==> src/rtl/hsadc_pkg.sv <==
// Shared definitions for the high-speed ADC sample packetizer and its host-side decoder model.
// Packet layout: sync, sequence, count, 2*count sample bytes (MSB first), XOR checksum.
package hsadc_pkg;

   localparam int HSADC_SAMPLE_WIDTH = 16;
   localparam logic [7:0] HSADC_SYNC_BYTE = 8'hA5;

   // Header byte offsets within a packet, shared with the host-side decoder.
   localparam int HSADC_OFS_SYNC  = 0;
   localparam int HSADC_OFS_SEQ   = 1;
   localparam int HSADC_OFS_CNT   = 2;
   localparam int HSADC_OFS_DATA  = 3;
   localparam int HSADC_HDR_BYTES = 3;

   // Each state names the next byte to be loaded into the output register.
   // The sync byte is loaded on the way out of IDLE or DONE, so a new packet can follow tlast directly.
   typedef enum logic [2:0] {
      ST_IDLE,
      ST_SEQ,
      ST_CNT,
      ST_HI,
      ST_LO,
      ST_SUM,
      ST_DONE
   } hsadc_state_e;

   function automatic int hsadc_packet_bytes(input int samples);
      return HSADC_HDR_BYTES + 2 * samples + 1;
   endfunction

endpackage

==> src/rtl/hsadc_sample_packetizer.sv <==
// Frames 16-bit ADC samples into byte packets for the USB FIFO stream.
// The output byte register is the only buffer; backpressure reaches the ADC through s_axis_tready.
module hsadc_sample_packetizer
   import hsadc_pkg::*;
#(
   parameter int         SAMPLES_PER_PACKET = 32,
   parameter logic [7:0] SYNC_BYTE          = HSADC_SYNC_BYTE
) (
   input  logic                          clk,
   input  logic                          rst,
   input  logic [HSADC_SAMPLE_WIDTH-1:0] s_axis_tdata,
   input  logic                          s_axis_tvalid,
   output logic                          s_axis_tready,
   output logic [7:0]                    m_axis_tdata,
   output logic                          m_axis_tvalid,
   input  logic                          m_axis_tready,
   output logic                          m_axis_tlast
);

   localparam logic [7:0] COUNT_BYTE = 8'(SAMPLES_PER_PACKET);

   hsadc_state_e state;
   logic [7:0]   sequence_num;
   logic [7:0]   checksum;
   logic [7:0]   sample_count;
   logic [7:0]   low_hold;
   logic         out_free;

   assign out_free      = !m_axis_tvalid || m_axis_tready;
   assign s_axis_tready = (state == ST_HI) && out_free;

   // NOTE: all state and output flops use non-blocking assignments and the asynchronous active-low
   // reset; a byte register that is not reloaded simply keeps its value, so no else-branches are needed.
   always_ff @(posedge clk or negedge rst) begin
      if (!rst) begin
         state         <= ST_IDLE;
         m_axis_tdata  <= 8'h00;
         m_axis_tvalid <= 1'b0;
         m_axis_tlast  <= 1'b0;
         sequence_num  <= 8'h00;
         checksum      <= 8'h00;
         sample_count  <= 8'h00;
         low_hold      <= 8'h00;
      end else if (out_free) begin
         // Output slot is free: a byte is loaded below, or tvalid falls for one idle slot.
         m_axis_tvalid <= 1'b0;
         m_axis_tlast  <= 1'b0;
         unique case (state)
            ST_IDLE: begin
               if (s_axis_tvalid) begin
                  m_axis_tdata  <= SYNC_BYTE;
                  m_axis_tvalid <= 1'b1;
                  checksum      <= 8'h00;
                  state         <= ST_SEQ;
               end
            end
            ST_SEQ: begin
               m_axis_tdata  <= sequence_num;
               m_axis_tvalid <= 1'b1;
               checksum      <= sequence_num;
               state         <= ST_CNT;
            end
            ST_CNT: begin
               m_axis_tdata  <= COUNT_BYTE;
               m_axis_tvalid <= 1'b1;
               checksum      <= checksum ^ COUNT_BYTE;
               state         <= ST_HI;
            end
            ST_HI: begin
               if (s_axis_tvalid) begin
                  m_axis_tdata  <= s_axis_tdata[15:8];
                  m_axis_tvalid <= 1'b1;
                  low_hold      <= s_axis_tdata[7:0];
                  checksum      <= checksum ^ s_axis_tdata[15:8] ^ s_axis_tdata[7:0];
                  sample_count  <= sample_count + 8'd1;
                  state         <= ST_LO;
               end
            end
            ST_LO: begin
               m_axis_tdata  <= low_hold;
               m_axis_tvalid <= 1'b1;
               state         <= (sample_count < COUNT_BYTE) ? ST_HI : ST_SUM;
            end
            ST_SUM: begin
               m_axis_tdata  <= checksum;
               m_axis_tvalid <= 1'b1;
               m_axis_tlast  <= 1'b1;
               state         <= ST_DONE;
            end
            ST_DONE: begin
               // The checksum byte is held here, so out_free means it was just accepted.
               sequence_num <= sequence_num + 8'd1;
               sample_count <= 8'h00;
               if (s_axis_tvalid) begin
                  m_axis_tdata  <= SYNC_BYTE;
                  m_axis_tvalid <= 1'b1;
                  checksum      <= 8'h00;
                  state         <= ST_SEQ;
               end else begin
                  state <= ST_IDLE;
               end
            end
            default: state <= ST_IDLE;
         endcase
      end
   end

endmodule

==> config.mk <==
export PLATFORM = sky130hd
export DESIGN_NAME = hsadc_sample_packetizer
export DESIGN_NICKNAME = d
export VERILOG_FILES = /design/src/rtl/hsadc_pkg.sv /design/src/rtl/hsadc_sample_packetizer.sv
export SDC_FILE = /design/constraint.sdc
export NUM_CORES = 1
export LEC_CHECK = 0
export BUFFER_PORTS_ARGS = -buffer_cell sky130_fd_sc_hd__buf_2
export CAP_MARGIN = 25
export CORE_MARGIN = 3
export CORE_UTILIZATION = 50
export CTS_CLUSTER_DIAMETER = 30
export CTS_CLUSTER_SIZE = 25
export DETAILED_ROUTE_END_ITERATION = 6
export GPL_TIMING_DRIVEN = 0
export PLACE_DENSITY = 0.72
export RECOVER_POWER = 25
export SYNTH_ARGS = -nofsm -noshare
export SYNTH_HDL_FRONTEND = slang
export SYNTH_SLANG_ARGS = --single-unit
==> constraint.sdc <==
create_clock -name clk -period 2.2 [get_ports clk]
set_clock_uncertainty 0.05 [all_clocks]
set_input_delay 0.22 -clock clk [delete_from_list [all_inputs] [get_ports clk]]
set_output_delay 0.22 -clock clk [all_outputs]
set_load 0.005 [all_outputs]
==> After elaboration in Yosys (flattened, before gate mapping) <==
Index checks and enable logic that the tools add are counted.
{ "classes": {"n_lt_le_gt_ge": 1, "eq_ne": 9, "muxes": 16, "n_reduce_logical": 18, "bitwise": 4, "add_sub_neg": 2} }
{ "ops": {"columns": ["op", "count"], "rows": [
  ["one-hot mux 8 bit (6 select lines)", 1],
  ["2-to-1 mux 8 bit", 5],
  ["one-hot mux 8 bit (4 select lines)", 1],
  ["one-hot mux 3 bit (7 select lines)", 1],
  ["adder 8 x 1 -> 8 bit, second input constant", 2],
  ["one-hot mux 8 bit (2 select lines)", 1],
  ["XOR 8 bit", 2],
  ["== test 3 bit, second input constant", 3],
  ["2-to-1 mux 3 bit", 3],
  ["AND reduction 3 bit", 3],
  ["< comparator 8 x 6 -> 1 bit, second input constant", 1],
  ["AND reduction 4 bit", 2],
  ["== test 3 x 2 -> 1 bit, second input constant", 2],
  ["nonzero test 6 bit", 1],
  ["AND reduction 5 bit", 1],
  ["!= test 2 bit, second input constant", 2],
  ["nonzero test 4 bit", 1],
  ["OR reduction 4 bit", 1],
  ["== test 3 x 1 -> 1 bit, second input constant", 1],
  ["zero test 3 bit", 1],
  ["2-to-1 mux 1 bit", 3],
  ["nonzero test 3 bit", 1],
  ["OR reduction 3 bit", 1],
  ["!= test 2 x 1 -> 1 bit, second input constant", 1],
  ["other kinds (8)", 9]
]} }
{ "word_totals": {"wordCells": 59, "reg_bits": 45} }

==> Longest topological paths before layout <==
{ "depth": {"depth_word": 4, "mapped_depth": 7, "depth_no_buf": 5} }

==> Worst setup path before layout <==
No wires, ideal clock.
{ "synth_timing": {"kind": "register to register", "startpoint": "register state[2]", "endpoint": "register m_axis_tdata[1]", "path_stages_with_launch": 6, "required_ns": 2.025, "setup_slack_ns": 0.514, "arrival_ns": 1.511, "n_path_buf": 1, "cell_sequence": "dfrtp_1 -> buf_6 -> or2b_4 -> nand3_2 -> mux2_2 -> mux2_4"} }
{ "synth_via": {"elab_chain_len": 4} }
{ "synth_lines": {"columns": ["element", "line_no", "source"], "rows": [
  ["start: declaration", "hsadc_sample_packetizer.sv:22", "hsadc_state_e state;"],
  ["start signal: assignment", "hsadc_sample_packetizer.sv:82", "state <= (sample_count < COUNT_BYTE) ? ST_HI : ST_SUM;"],
  ["== test 3 bit / zero test 3 bit (equally long branches)", "hsadc_sample_packetizer.sv:48", "unique case (state)"],
  ["OR reduction 2 bit (no line)", null, null],
  ["nonzero test 6 bit (no line) / != test 2 x 1 -> 1 bit (equally long branches)", null, null],
  ["AND reduction 4 bit (no line)", null, null],
  ["end signal: assignment", "hsadc_sample_packetizer.sv:58", "m_axis_tdata <= sequence_num;"],
  ["end signal: assignment", "hsadc_sample_packetizer.sv:71", "m_axis_tdata <= s_axis_tdata[15:8];"],
  ["end signal: assignment", "hsadc_sample_packetizer.sv:80", "m_axis_tdata <= low_hold;"],
  ["end: declaration", "hsadc_sample_packetizer.sv:14", "output logic [7:0] m_axis_tdata,"]
]} }
Several ways; a longest one is shown, not always the timed one.
A chain may end at the register's enable or synchronous reset.

==> Worst setup path after layout <==
{ "layout_timing": {"startpoint": "register state[2]", "endpoint": "output port s_axis_tready"} }
{ "layout_via": {"elab_chain_len": 2} }
{ "layout_lines": {"columns": ["element", "line_no", "source"], "rows": [
  ["== test 3 x 2 -> 1 bit", "hsadc_sample_packetizer.sv:30", "assign s_axis_tready = (state == ST_HI) && out_free;"],
  ["logical AND 1 bit", "hsadc_sample_packetizer.sv:30", null],
  ["end: declaration", "hsadc_sample_packetizer.sv:13", "output logic s_axis_tready,"]
]} }
No other way between the ends.

==> results by group <==
Outcome
  • Status: finished, final reports clean

Worst setup path
  • CP arrival: 1.83 ns
  • Critical R2R Launch: state[2]
  • Crit-path max FO: 10
  • Worst setup startpoint: state[2]
  • Crit path buffers/inverters: 3
  • Crit-path slowest cell: dfrtp_1
  • Max incr delay on CP: 0.44 ns
  • Crit path max-delay family: simple AND/OR/NAND/NOR gates
  • Crit path cell chain: buf_6, buf_2, nand3b_1, nor2_1, buf_2
  • CP dominant cell by count: buf_2
  • CP Class: flop to output pin
  • Critical Path RT: around 1.9 ns
  • CP Capture Type: output pin
  • Setup crit start kind: flop

STA
  • Fin. max-slew vios: 0
  • Worst Tran Pin Value: between 1 and 1.5 ns
  • Slew headroom: 0.3041
  • Clock period minus worst slack: 2.098 ns
  • F_max: 476.7 MHz
  • Hold Violations, Final: 0
  • Period utilisation layout: 0.9535
  • Fin Setup TNS: 0 ns
  • Unrepaired setup endpoints after global routing: false
  • Final setup viols: 0

Clock network
  • Clock Latency Late Sink: approximately 0.30 ns
  • Clock sink total: 45
  • CTS tree: yes
  • Clk slew on worst S/H paths: 0.09 ns
  • CTS max path bufs: 2
  • PostCTS Resize Cnt: 0
  • Root Buffer: clkbuf_8
  • H-tree level count: 2
  • TritonCTS buffer count: 5

Power
  • Internal power: approximately 2.4 mW
  • Final Power: roughly 4.1 mW
  • Switch share: 0.4035
  • P_sw: 1.642 mW
  • Pwr per Cell Area: roughly 1300 mW/mm²
  • Reg power frac: 0.335
  • Lkg Pwr: ~1.4 nW
  • Combinational share of power: 0.506
  • Clk pwr share: 0.158
  • VDD IR max: 0.6021 mV

Global route
  • First-pass GRT wire length: 9942 µm
  • Total track usage: 0.2055
  • Largest net degree at the start of global routing: 46
  • Vias in the first global route: 1959
  • Initial antenna violation count: 0
  • GRT overflow: 0

Placed design
  • GPL Wtd Cong: around 0.85
  • DP HPWL: 4222 µm
  • Post-Place Cells: 365
  • IO buf count: 30

Finish
  • Fin cells: about 380
  • Ant diodes: 0
  • Share of cells above drive strength 1: 0.2656
  • Area grow syn2layout: 13.64%
  • Final #Nets: 326

Run
  • Max Cap Viol: 0

Floorplan
  • DIE HEIGHT: 79.32 µm
  • Core Rows: 26
  • Core Footprint: 0.005140 mm²
  • Die area: 0.006291 mm²
  • Starting Density: 0.5229
  • I/O Pins: 31
  • Die W: about 80 µm

Min path
  • Worst hold path type: input pin to flop
  • Hold_sp: s_axis_tdata[6]

Synth
  • #FFs+latches synth: 45
  • Cells after Synth: 265
  • Mean post-synth cell area: 10.14 µm²
  • Cell taking the most area after synthesis: dfrtp_1
  • Yosys top cell area share: 0.4190
  • Distinct cell type count of the synthesized netlist: 53
  • Synth area leaders: dfrtp_1 (42%), xnor2_1 (5.9%), o21ai_0 (5.2%), mux2_2 (5.0%), a21oi_1 (3.7%)
  • Seq/Total Area, Yosys: 0.4190
  • Synth Cell Area: 0.002688 mm²
  • Yosys warns: 0
  • Syn Nets: 287

Detailed routing
  • Drt total wl: between 6000 and 7000 µm
  • # DRC: 0
  • Via-per-instance ratio: 5.845
  • DRT Pass-1 Iters: 5
  • Via count: 2192
  • Post-route antenna net violation count: 0
  • Wirelength per Cell: 16.28 µm
  • Iter 0 DRT Violations: 182
flip-flops by register name (all words and copies together), names as in the netlist:
signal	cells
m_axis_tvalid	1
state	3
sequence_num	8
low_hold	8
checksum	8
m_axis_tlast	1
sample_count	8
m_axis_tdata	8
power groups by stage:
stage	clock (mW)	combinational (mW)	sequential [mW]
after floorplan	0	1.55	1.33
after global placement	0	2.03	1.36
after detailed placement	0	2.04	1.37
after CTS	0.659	2.05	1.36
after global routing	0.690	2.27	1.40
final	0.644	2.06	1.36
cell type report:
class | count | area (µm²)
clock buffer | 5 | 68.82
inverter | 6 | 22.52
buffer | 16 | 100.1
timing repair buffer | 32 | 163.9
sequential | 45 | 1126
multi-input combinational | 198 | 1439
clock inverter | 3 | 46.29
fill | 469 | 2086
tap | 70 | 87.58
worst register-to-register path, stage by stage, from the launching register on:
cell and delay, ns:
dfrtp_1 0.44, buf_6 0.17, buf_2 0.18, nand3b_1 0.43
nor3_1 0.30, a21oi_1 0.06, o21ai_0 0.20
logic make-up (layout without fill, tap and decap cells):
logic type	after synthesis	in the layout	share of synthesized area
AOI/OAI and AO/OA	82	82	0.2007
and+or+nand+nor	71	71	0.1569
DFF	45	45	0.4190
muxes	25	25	0.1099
buffers and inverters	22	62	0.04562
xor gates and xnor gates	18	18	0.05866
adders and majority gates	2	2	0.009309
routing by layer:
metal / GRT usage / vias up / share of wire
met5: 0 / - / 0
li1: - / 1048 / -
met1: 0.2887 / 1064 / 0.45
met2: 0.3232 / 71 / 0.47
met3: 0.03628 / 9 / 0.065
met4: 0.06357 / 0 / 0.013
synth_stat cells (all sizes together):
cell type	count
o21bai	1
inv	6
and2	2
o21ai	29
nand3	3
buf	15
nand2b	5
xnor2	18
mux2	18
o211ai	3
o31ai	3
a2111oi	2
o22ai	1
o2bb2ai	3
nand3b	3
mux2i	7
and3b	3
or4	1
and3	2
a21boi	1
or2b	1
a21o	9
nor4	1
o211a	1
o32ai	3
and2b	1
o221a	1
nand4	5
nor3	8
o2111ai	1
o41ai	1
nor2	9
nand4b	1
a211oi	1
nor2b	5
a21oi	20
dfrtp	45
o221ai	1
clkbuf	1
or3	3
or2	2
ha	2
nand2	16
a2bb2oi	1
path summary, 6_finish.rpt:
check | end | slack [ns] | cells past startpoint
max reg2reg | checksum[6] | 0.29 | 6
min | low_hold[6] | 0.12 | 2
max | s_axis_tready | 0.10 | 5
min in group asynchronous | sample_count[0] | 0.22 | 2
min reg2reg | m_axis_tlast | 0.44 | 2
max in group asynchronous | low_hold[3] | 0.64 | 3
per-stage QoR:
| step | utilization | hold slack [ns] | worst slack (ns) | cell area [µm²] |
|---|---|---|---|---|
| 2_1_floorplan | - | -0.1256 | 0.5138 | 2688 |
| 3_3_place_gp | 0.5691 | 0.4049 | 0.3552 | 2925 |
| 3_5_place_dp | 0.5691 | 0.4007 | 0.3607 | 2925 |
| 4_1_cts | 0.5915 | 0.06637 | 0.1248 | 3040 |
| 5_1_grt | 0.5942 | 0.1241 | 0.03532 | 3054 |
| 6_report | 0.5942 | 0.1184 | 0.1024 | 3054 |
cell usage in the layout (no fill, tap or decap), types with 3 or more instances in the layout:
| master | n |
|---|---|
| nand4_1 | 5 |
| mux2i_1 | 7 |
| nor2_1 | 8 |
| o31ai_1 | 3 |
| dfrtp_1 | 45 |
| nand3b_1 | 3 |
| clkbuf_8 | 5 |
| and3b_1 | 3 |
| o21ai_0 | 28 |
| o32ai_1 | 3 |
| nand2b_1 | 4 |
| buf_2 | 40 |
| nand2_1 | 16 |
| mux2_2 | 12 |
| a21o_1 | 9 |
| xnor2_1 | 18 |
| a21oi_1 | 20 |
| inv_1 | 6 |
| mux2_4 | 6 |
| or3_1 | 3 |
| nor2b_1 | 5 |
| nor3_1 | 8 |
| buf_6 | 3 |
| o2bb2ai_1 | 3 |
repair_timing:
| action | 4_1_cts | 5_1_grt |
|---|---|---|
| hold buffers | 0 | 1 |
| endpoints found under the setup margin | 0 | 0 |
| buffers inserted | 0 | 0 |
| endpoints found under the hold margin | 0 | 45 |
No activity file was read; power rests on OpenSTA's default activity.
